## config.mk

```make
export PLATFORM = sky130hd
export DESIGN_NAME = truth_table_sweeper
export DESIGN_NICKNAME = d
export VERILOG_FILES = /design/src/rtl/truth_table_sweeper.sv
export SDC_FILE = /design/constraint.sdc
export NUM_CORES = 1
export LEC_CHECK = 0
export CORE_MARGIN = 2
export CORE_UTILIZATION = 54
export CTS_CLUSTER_SIZE = 40
export DETAILED_ROUTE_END_ITERATION = 7
export HOLD_SLACK_MARGIN = 0.08
export PLACE_DENSITY = 0.84
export SYNTH_ARGS = -nofsm -noshare
export SYNTH_HDL_FRONTEND = slang
export SYNTH_SLANG_ARGS = --single-unit
```

## constraint.sdc

```tcl
create_clock -name clk -period 4.7 [get_ports clk]
set_clock_uncertainty 0.15 [all_clocks]
set_input_delay 0.47 -clock clk [delete_from_list [all_inputs] [get_ports clk]]
set_output_delay 0.47 -clock clk [all_outputs]
set_load 0.005 [all_outputs]
```

## src/rtl/truth_table_sweeper.sv

```systemverilog
// -----------------------------------------------------------------------------
// truth_table_sweeper
//
// Drives every combination of the four-input combinational expression block in
// ascending order, samples its three outputs after HOLD_CYCLES cycles of
// settling per pattern, and builds a 16-bit truth table plus a ones-count for
// each output. A single-cycle done pulse marks the end of a sweep.
//
// Parameters
//   HOLD_CYCLES  cycles each pattern is held before it is sampled (1..255)
//
// Ports
//   clk            system clock, rising edge
//   rst_n          asynchronous active-low reset
//   start          sweep request, only looked at while idle
//   a, b, c, d     stimulus; {a,b,c,d} is the current pattern index
//   s1_in..s3_in   outputs returned from the combinational block
//   busy           high while a sweep is running
//   done           one-cycle pulse when a sweep has completed
//   tt1..tt3       truth tables, bit i = output value for pattern i
//   ones1..ones3   number of ones in the matching truth table (0..16)
// -----------------------------------------------------------------------------
module truth_table_sweeper #(
    parameter int HOLD_CYCLES = 1
) (
    input  logic        clk,
    input  logic        rst_n,
    input  logic        start,
    output logic        a,
    output logic        b,
    output logic        c,
    output logic        d,
    input  logic        s1_in,
    input  logic        s2_in,
    input  logic        s3_in,
    output logic        busy,
    output logic        done,
    output logic [15:0] tt1,
    output logic [15:0] tt2,
    output logic [15:0] tt3,
    output logic [4:0]  ones1,
    output logic [4:0]  ones2,
    output logic [4:0]  ones3
);

    typedef enum logic [1:0] {
        IDLE = 2'd0,
        RUN  = 2'd1,
        DONE = 2'd2
    } state_t;

    // Last value of the hold counter inside a pattern window.
    localparam logic [7:0] HOLD_LAST = 8'(HOLD_CYCLES - 1);

    state_t     state;
    logic [3:0] idx;
    logic [7:0] hold_cnt;

    // Adds one sampled bit to a ones-count; 5 bits hold the full 0..16 range.
    function automatic logic [4:0] add_bit(input logic [4:0] cnt, input logic bit_in);
        return cnt + {4'b0000, bit_in};
    endfunction

    // The stimulus lines are registered copies of the pattern index so the
    // block under characterisation sees clean, glitch-free inputs.
    always_ff @(posedge clk or negedge rst_n) begin
        if (!rst_n) begin
            state        <= IDLE;
            idx          <= 4'd0;
            hold_cnt     <= 8'd0;
            {a, b, c, d} <= 4'd0;
            busy         <= 1'b0;
            done         <= 1'b0;
            tt1          <= 16'h0000;
            tt2          <= 16'h0000;
            tt3          <= 16'h0000;
            ones1        <= 5'd0;
            ones2        <= 5'd0;
            ones3        <= 5'd0;
        end else begin
            case (state)
                IDLE: begin
                    {a, b, c, d} <= 4'd0;
                    busy         <= 1'b0;
                    done         <= 1'b0;
                    if (start) begin
                        state    <= RUN;
                        busy     <= 1'b1;
                        idx      <= 4'd0;
                        hold_cnt <= 8'd0;
                        tt1      <= 16'h0000;
                        tt2      <= 16'h0000;
                        tt3      <= 16'h0000;
                        ones1    <= 5'd0;
                        ones2    <= 5'd0;
                        ones3    <= 5'd0;
                    end
                end

                RUN: begin
                    if (hold_cnt == HOLD_LAST) begin
                        // End of this pattern's window: the block has had
                        // HOLD_CYCLES full cycles to settle.
                        tt1[idx] <= s1_in;
                        tt2[idx] <= s2_in;
                        tt3[idx] <= s3_in;
                        ones1    <= add_bit(ones1, s1_in);
                        ones2    <= add_bit(ones2, s2_in);
                        ones3    <= add_bit(ones3, s3_in);
                        hold_cnt <= 8'd0;
                        if (idx == 4'd15) begin
                            state        <= DONE;
                            busy         <= 1'b0;
                            done         <= 1'b1;
                            {a, b, c, d} <= 4'd0;
                        end else begin
                            idx          <= idx + 4'd1;
                            {a, b, c, d} <= idx + 4'd1;
                        end
                    end else begin
                        hold_cnt <= hold_cnt + 8'd1;
                    end
                end

                DONE: begin
                    // start is not sampled here; a held start is picked up
                    // in the following IDLE cycle.
                    state <= IDLE;
                    done  <= 1'b0;
                    busy  <= 1'b0;
                    idx   <= 4'd0;
                end

                default: begin
                    state        <= IDLE;
                    busy         <= 1'b0;
                    done         <= 1'b0;
                    {a, b, c, d} <= 4'd0;
                end
            endcase
        end
    end

endmodule

```

==> run metrics, run 1 <==
postcts setup bufs=0; crit-path max FO=32; Slew @ Worst Pin=1.18 ns; Reg2Reg Launch Point=hold_cnt[4]; total grt overflow=0; share of layout cells above drive strength 1=5.33%; Seq. cell area=0.00208 mm^2; ANT cells=0; Post-Syn Instances=431; main flop type after synthesis=dfrtp_1; cell area after layout=0.00493 mm^2; final setup TNS=0 ns; vias in the first global route=3354; r2r setup slk=1.54 ns; Crit path largest cell delay=0.88 ns; leading post-synthesis cells by instance count=nand2_1, dfrtp_1, o21ai_0, nand4_1, clkbuf_1; Yosys cell types=46; post-DP HPWL=6610 um; Worst-Skew Late Latency=0.36 ns; Crit path arrival time=3.25 ns; startpoint types=flop; max layer used=met4; global-route wire length before repair=16700 um; CTS max path bufs=2; Hold WC Path Type=in -> async; Mapped Nets=449; H-tree Lvls=3; CP cell instances=or4_1, nor3_4, buf_4, and3_1, o21ai_0; Final ANT Viol Nets=0; met2 WL=4870 um; DR vias/cell=6.07; antenna violations before repair=0; Num CTS Buffers=9; number of synthesized register bits=83; DR WL/cell=17.0 um; filler cell count=573; die height=90.8 um; Port Buf Inserts=74; Tcrit/Tclk final=67.2%; Post-synth EDFFs=0; Final setup viols=0; Synth async-reset ratio=100%; PostCTS Resize Cnt=0; Critical Path Sink Type=flop; Initial Util=56.1%; routed vias=3562; die area=0.00824 mm^2; area delta synth->final=21.3%; Final Hold Slack=0.119 ns; Cell Area, Synth=0.00407 mm^2; hold_buf cts=0; global-route usage over all layers=25.2%; Area after DPL=0.00476 mm^2; # nets final=501; cell with the most instances after synthesis=nand2_1; DRC violations left=0; multi-input logic area=0.00178 mm^2; Syn Area/Cell=9.43 um^2; Max Freq=0.317 GHz; Root Driver=clkbuf_8; CP Class=reg -> reg; Synth area leaders=dfrtp_1, nand2_1, nand4_1, o21ai_0, ha_1; # rows=31; top cell type's share of synthesized area=51.1%; drt initial violations=240; Slew HR=20.8%; outcome=finished, final reports clean; CP required=4.79 ns; peak supply drop=0.298 mV; RSZ-0062 raised after global routing=false; wl on met1=4320 um; CTS tree=yes; biggest area consumer among synthesized cells=dfrtp_1; post-synthesis sequential area ratio=51.1%; Max-Cap Viols=0; Ys Warns=0; Post-Place Worst Slack=1.55 ns; Leak Pwr=2.13 nW; die span in x=90.8 um; Reg2Reg Capture Point=tt3[4]; Clock transition at path regs=0.09 ns; gpl congestion=0.825; Worst Slack Setup Final=1.54 ns; endpoints failing hold=0; Max Transition Viols Final=0; IO Pins=75; largest net degree at the start of global routing=84; Core Box Area=0.00725 mm^2; met3 WL=566 um; Pre-antenna DRT Iters=5; reg2reg path depth=5; PwrDens=614 mW/mm^2; Crit-path slowest cell=nor3_4; final critical-path required period=3.16 ns; CTS sink cnt=83; final wirelength=9960 um
[how the worst max path moves through the flow]
stage,startpoint,endpoint,slack [ns],cells after the start
floorplan,hold_cnt[0],idx[3],2.58,6
global placement,hold_cnt[4],tt3[6],1.69,5
detailed placement,hold_cnt[4],tt3[4],1.55,5
CTS,hold_cnt[4],tt3[4],1.57,5
global route,hold_cnt[4],tt2[4],1.38,5
finish,hold_cnt[4],tt3[4],1.54,5
[flip-flops by register name (all words and copies together), names as in the netlist]
register and cells:
ones2 5, idx 4, tt3 16, done 1, b 1, c 1, tt1 16, busy 1
ones1 5, tt2 16, hold_cnt 8, d 1, ones3 5, state 2, a 1
[worst max-delay path, delay by kind of cell, from the launching register on]
kind | cells | cell delay, ns
AND/OR/NAND/NOR | 3 | 1.87
AO/OA/AOI/OAI | 1 | 0.10
flip-flops | 1 | 0.46
buffers and inverters | 1 | 0.44
[cell families (layout without fill, tap and decap cells)]
kind of cell    Yosys count  count (layout)  synth area share, %
simple gates            196             196                 25.6
compound gates           89              89                 12.3
flops                    83              83                 51.1
buf+inv                  41              98                 5.11
fa+ha+maj                12              12                 3.69
xor+xnor                  9               9                 1.94
mux                       1               1                0.277
[cell usage in the layout (no fill, tap or decap), drive strengths merged, types with 4 or more instances in the layout]
master / synthesis / final
or3: 5 / 5
clkbuf: 21 / 10
xor2: 7 / 7
dfrtp: 83 / 83
o21ai: 68 / 68
and3: 13 / 13
ha: 12 / 12
inv: 7 / 9
clkdlybuf4s50: 0 / 73
nor2: 11 / 11
a21oi: 8 / 8
nor3b: 4 / 4
nand4: 46 / 46
nand3: 9 / 9
nand2: 86 / 86
nor4: 6 / 6
[final cells by class]
| type | count | share of cell area, % |
|---|---|---|
| clock buffers | 10 | 2.59 |
| clock inverters | 6 | 0.989 |
| inverters | 7 | 0.533 |
| multi-input cells | 307 | 36.2 |
| flip-flops and latches | 83 | 42.1 |
| well taps | 99 | 2.51 |
| repair buffers | 75 | 15.1 |
[where the power goes]
part	internal, mW	total, mW	switching, mW
sequential	0.984	1.21	0.223
clock	0.196	0.468	0.272
combinational	0.678	1.36	0.677
[metal layers]
layer / GRT usage [%] / vias up
li1: - / 1639
met1: 34.5 / 1780
met2: 40.3 / 125
met3: 4.76 / 18
met4: 9.47 / 0
met5: 0 / -
[through the flow]
step,std cells,util (%),power (mW)
floorplan,431,-,1.91
global placement,571,65.6,2.51
detailed placement,571,65.6,2.57
CTS,587,68.0,3.05
global route,587,68.0,3.26
finish,587,68.0,3.03
No activity file was read; power rests on OpenSTA's default activity.
==> inputs of run 2 (changes only) <==
CORE_UTILIZATION = 52   (was 54)
PLACE_DENSITY = 0.81   (was 0.84)
clock period = 3.1 ns   (was 4.7 ns; I/O delays follow)
==> run metrics, run 2 (synthesis gave the netlist of run 1 again) <==
global-route wire length before repair=16500 um (-1.4%); cell area after layout=0.00504 mm^2 (+2.2%); Core Box Area=0.00765 mm^2 (+5.4%); Max-Cap Viols=0 (unchanged); Critical Path Sink Type=flop; Worst-Skew Late Latency=0.34 ns (-0.02 ns); largest net degree at the start of global routing=84 (unchanged); Initial Util=53.2% (-2.9 points); post-DP HPWL=6600 um (-0.14%); endpoints failing hold=0 (unchanged); Sw Ratio=38.2% (-0.50 points); Final setup viols=0 (unchanged); sequential share of power=39.2% (-0.6 points); die area=0.00854 mm^2 (+3.7%); P_sw=1.77 mW (+51%); Crit path arrival time=2.58 ns (-0.67 ns); DRC violations left=0 (unchanged); Max Freq=0.399 GHz (+26%); share of layout cells above drive strength 1=7.60% (+2.3 points); Final ANT Viol Nets=0 (unchanged); filler cell count=630 (+9.9%); outcome=finished, final reports clean; drt initial violations=280 (+17%); most frequent cells in the layout=nand2_1, dfrtp_1, clkdlybuf4s50_1, o21ai_0, nand4_1; Tcrit/Tclk final=80.8% (+14 points); Slew HR=31.2% (+10 points); peak supply drop=0.414 mV (+39%); global-route usage over all layers=24.1% (-1.1 points); final critical-path required period=2.51 ns (-0.651 ns); # nets final=513 (+2.4%); # rows=32 (+3.2%); gpl congestion=0.834 (+1.1%); Area after DPL=0.00486 mm^2 (+2.1%); top flop regs=tt1 (16), tt2 (16), tt3 (16); power share of the combinational group=45.7% (+1.0 points); vias in the first global route=3378 (+0.72%); internal power=2.87 mW (+54%); ANT cells=0 (unchanged); leading cell type in the layout, fill and taps excluded=nand2_1; CTS sink cnt=83 (unchanged); DR vias/cell=5.78 (-4.7%); final wirelength=9680 um (-2.8%); Clock transition at path regs=0.09 ns (about the same); total grt overflow=0 (unchanged); Slew @ Worst Pin=1.03 ns (-0.153 ns); final setup TNS=0 ns (unchanged); PwrDens=919 mW/mm^2 (+50%); multi-input logic area=0.00178 mm^2 (unchanged); CP Class=reg -> reg; Max Transition Viols Final=0 (unchanged); antenna violations before repair=0 (unchanged); die height=92.4 um (+1.8%); CTS tree=yes; PostCTS Resize Cnt=0 (unchanged); startpoint types=flop; area delta synth->final=24.0%; Root Driver=clkbuf_8; routed vias=3480 (-2.3%); Pre-antenna DRT Iters=4 (-1); die span in x=92.4 um (+1.8%); IO Pins=75 (unchanged); Num CTS Buffers=9 (unchanged); clock network fraction of total power=15.1% (-0.4 points); Leak Pwr=2.19 nW (+3.0%); Port Buf Inserts=74 (unchanged); RSZ-0062 raised after global routing=false; Seq. cell area=0.00208 mm^2 (unchanged); DR WL/cell=16.1 um (-5.3%); CP required=3.17 ns (-1.62 ns); H-tree Lvls=3 (unchanged); CTS max path bufs=2 (unchanged); crit-path max FO=50 (+56%); Hold WC Path Type=reg -> reg
-- run 2: through the flow --
stage	power [mW]	util (%)	instances	setup slack (ns)	hold WS (ns)
after floorplan	2.90	-	431	0.977	-0.136
after global placement	3.86	63.5	585	0.705	0.319
after detailed placement	3.95	63.5	585	0.617	0.314
after CTS	4.65	66.0	602	0.596	0.346
after global routing	4.98	66.0	602	0.432	0.389
final	4.63	66.0	602	0.594	0.347
-- run 2: path summary, 6_finish.rpt --
check / startpoint / endpoint / slack [ns] / cells past startpoint
worst min-delay path: done / done / 0.35 / 1
max in group asynchronous: rst_n / tt2[13] / 1.60 / 2
worst min register to register: done / done / 0.35 / 1
min in group asynchronous: rst_n / ones2[3] / 0.51 / 2
worst max register to register: hold_cnt[4] / tt2[4] / 0.59 / 5
worst max-delay path: hold_cnt[4] / tt2[4] / 0.59 / 5
-- run 2: final cells by class --
| type | count | share of cell area (%) |
|---|---|---|
| clock buffer | 9 | 2.46 |
| multi-input combinational | 307 | 35.4 |
| timing repair buffer | 87 | 16.9 |
| sequential | 83 | 41.2 |
| inverter | 7 | 0.521 |
| clock inverter | 7 | 1.07 |
| tap | 102 | 2.53 |
-- run 2: repair_timing --
item / CTS / global route
hold endpoints to repair: 83 / 0
buffers inserted: 0 / 0
hold buffers: 1 / 0
-- run 2: critical path, cell delays in order, from the launching register on --
cell	delay (ns)
dfrtp_1	0.47
or4_1	0.75
nor3_4	0.40
buf_12	0.26
and3_1	0.23
o21ai_0	0.12
-- run 2: power by group through the flow --
stage               Combinational, mW  Sequential, mW  Clock [mW]
floorplan                        1.12            1.77           0
global placement                 2.03            1.82           0
detailed placement               2.11            1.83           0
CTS                              2.12            1.81       0.715
global route                     2.34            1.87       0.761
finish                           2.12            1.81       0.700
-- run 2: routing by layer --
metal | wire length (um) | part of all wire [%] | track usage [%]
met1 | 4160 | 43 | 33.4
met2 | 4770 | 49 | 39.5
met3 | 578 | 6.0 | 3.58
met4 | 162 | 1.7 | 7.59
met5 | 0 | 0 | 0
==> inputs of run 3 (changes only) <==
CORE_UTILIZATION = 47   (was 52)
PLACE_DENSITY = 0.78   (was 0.81)
clock period = 2.26 ns   (was 3.1 ns; I/O delays follow)
==> run metrics, run 3 (synthesis gave the netlist of run 1 again) <==
outcome=finished, final reports clean; area delta synth->final=29.9%; gpl congestion=0.843 (+1.2%); Reg2Reg Capture Point=tt1[2]; Max Freq=0.460 GHz (+15%); Reg2Reg Launch Point=hold_cnt[0]; Clock transition at path regs=0.10 ns (about the same); global-route wire length before repair=17300 um (+4.5%); Crit path arrival time=2.26 ns (-0.32 ns); Root Driver=clkbuf_8; Leak Pwr=2.34 nW (+6.6%); cell area after layout=0.00528 mm^2 (+4.7%); CTS sink cnt=83 (unchanged); final critical-path required period=2.17 ns (-0.334 ns); CP cell instances=inv_1, ha_1, or3b_1, nor3_4, buf_12, and3_1, o21ai_0; die area=0.00941 mm^2 (+10%); total power=6.62 mW (+43%); DR vias/cell=5.67 (-1.9%); reg2reg path depth=7 (+2); Pre-antenna DRT Iters=5 (+1); antenna violations before repair=0 (unchanged); Slew HR=63.5% (+32 points); Area after DPL=0.00506 mm^2 (+4.3%); CTS tree=yes; CP Class=reg -> reg; Slew @ Worst Pin=0.547 ns (-0.485 ns); leading cell type in the layout, fill and taps excluded=nand2_1; Max Transition Viols Final=0 (unchanged); IO Pins=75 (unchanged); RSZ-0062 raised after global routing=false; die height=97.0 um (+5.0%); Crit path largest cell delay=0.44 ns (-0.31 ns); top flop regs=tt1 (16), tt2 (16), tt3 (16); ANT cells=0 (unchanged); Final Hold Slack=0.236 ns (-0.112 ns); Worst-Skew Late Latency=0.36 ns (+0.02 ns); # nets final=535 (+4.3%); endpoints failing hold=0 (unchanged); DR WL/cell=16.3 um (+1.5%); peak supply drop=0.625 mV (+51%); die span in x=97.0 um (+5.0%); # rows=33 (+3.1%); final setup TNS=0 ns (unchanged); Final ANT Viol Nets=0 (unchanged); CP required=2.35 ns (-0.82 ns); Max-Cap Viols=0 (unchanged); global-route usage over all layers=22.4% (-1.8 points); Crit-path slowest cell=dfrtp_1; share of layout cells above drive strength 1=11.7% (+4.1 points); Core Box Area=0.00830 mm^2 (+8.5%); Final setup viols=0 (unchanged); Placed Cells=610 (+4.3%); Hold WC Path Type=in -> async; Port Buf Inserts=74 (unchanged); H-tree Lvls=3 (unchanged); post-DP HPWL=6970 um (+5.6%); startpoint types=flop; PwrDens=1250 mW/mm^2 (+36%); Final Non-Filler Cells=627 (+4.2%); Tcrit/Tclk final=96.1% (+15 points); routed vias=3555 (+2.2%); CTS max path bufs=2 (unchanged); vias in the first global route=3512 (+4.0%); r2r setup slk=0.09 ns (-0.51 ns); largest net degree at the start of global routing=48 (-43%); total grt overflow=0 (unchanged); crit-path max FO=30 (-40%); Critical Path Sink Type=flop; Initial Util=49.0% (-4.2 points); filler cell count=664 (+5.4%); most frequent cells in the layout=nand2_1, dfrtp_1, clkdlybuf4s50_1, o21ai_0, nand4_1; DRC violations left=0 (unchanged); Num CTS Buffers=9 (unchanged); drt initial violations=265 (-5.4%); final wirelength=10200 um (+5.7%)
-- run 3: changes by cell type in the layout (fill, tap and decap cells not counted), sizes merged --
| cell | before | now |
|---|---|---|
| clkinvlp | 3 | 2 |
| clkinv | 3 | 0 |
| buf | 13 | 35 |
| inv | 8 | 10 |
| clkbuf | 9 | 11 |
-- run 3: critical path: cells and delay by family (launching register included) --
family                     cells  cell delay [ns]
and+or+nand+nor                3             0.92
adders and majority gates      1             0.15
buffers and inverters          2             0.29
AOI/OAI and AO/OA              1             0.10
DFF                            1             0.44
-- run 3: timing repair --
action	4_1_cts	5_1_grt
hold endpoints to repair	40	0
resized for setup	1	1
setup buffers	0	0
hold buffers	1	0
endpoints found under the setup margin	3	3
-- run 3: layout make-up --
class                      count  area, um^2  area share [%]
sequential                    83        2080            39.3
timing repair buffer         109        1050            19.9
tap                          105         131            2.49
clock inverter                 5        43.8           0.829
multi-input combinational    307        1800            34.1
clock buffer                  11         151            2.87
inverter                       7        26.3           0.497
-- run 3: power by group --
group	internal, mW	switching [mW]	total, mW
registers	2.05	0.454	2.50
logic	1.61	1.46	3.07
clock network	0.475	0.576	1.05
total	4.13	2.49	6.62
-- run 3: routing by layer --
layer / GRT usage (%) / routed length (um) / part of all wire [%]
met3: 3.47 / 511 / 5.0
met4: 8.67 / 214 / 2.1
met5: 0 / 0 / 0
met1: 30.4 / 4500 / 44
met2: 36.2 / 5000 / 49
-- run 3: stage by stage --
step | util, % | setup WS, ns
6_report | 63.7 | 0.0879
5_1_grt | 63.7 | 0.000907
4_1_cts | 63.5 | 0.101
3_5_place_dp | 61.0 | 0.00672
3_3_place_gp | 61.0 | 0.0754
2_1_floorplan | - | 0.137
-- run 3: how the worst max path moves through the flow --
stage	startpoint	to	cells past startpoint
final	hold_cnt[0]	tt1[2]	7
after CTS	hold_cnt[0]	tt2[14]	6
after global routing	hold_cnt[0]	tt1[1]	7
after global placement	hold_cnt[0]	tt3[15]	8
after detailed placement	hold_cnt[0]	tt1[15]	8
after floorplan	hold_cnt[0]	idx[3]	6
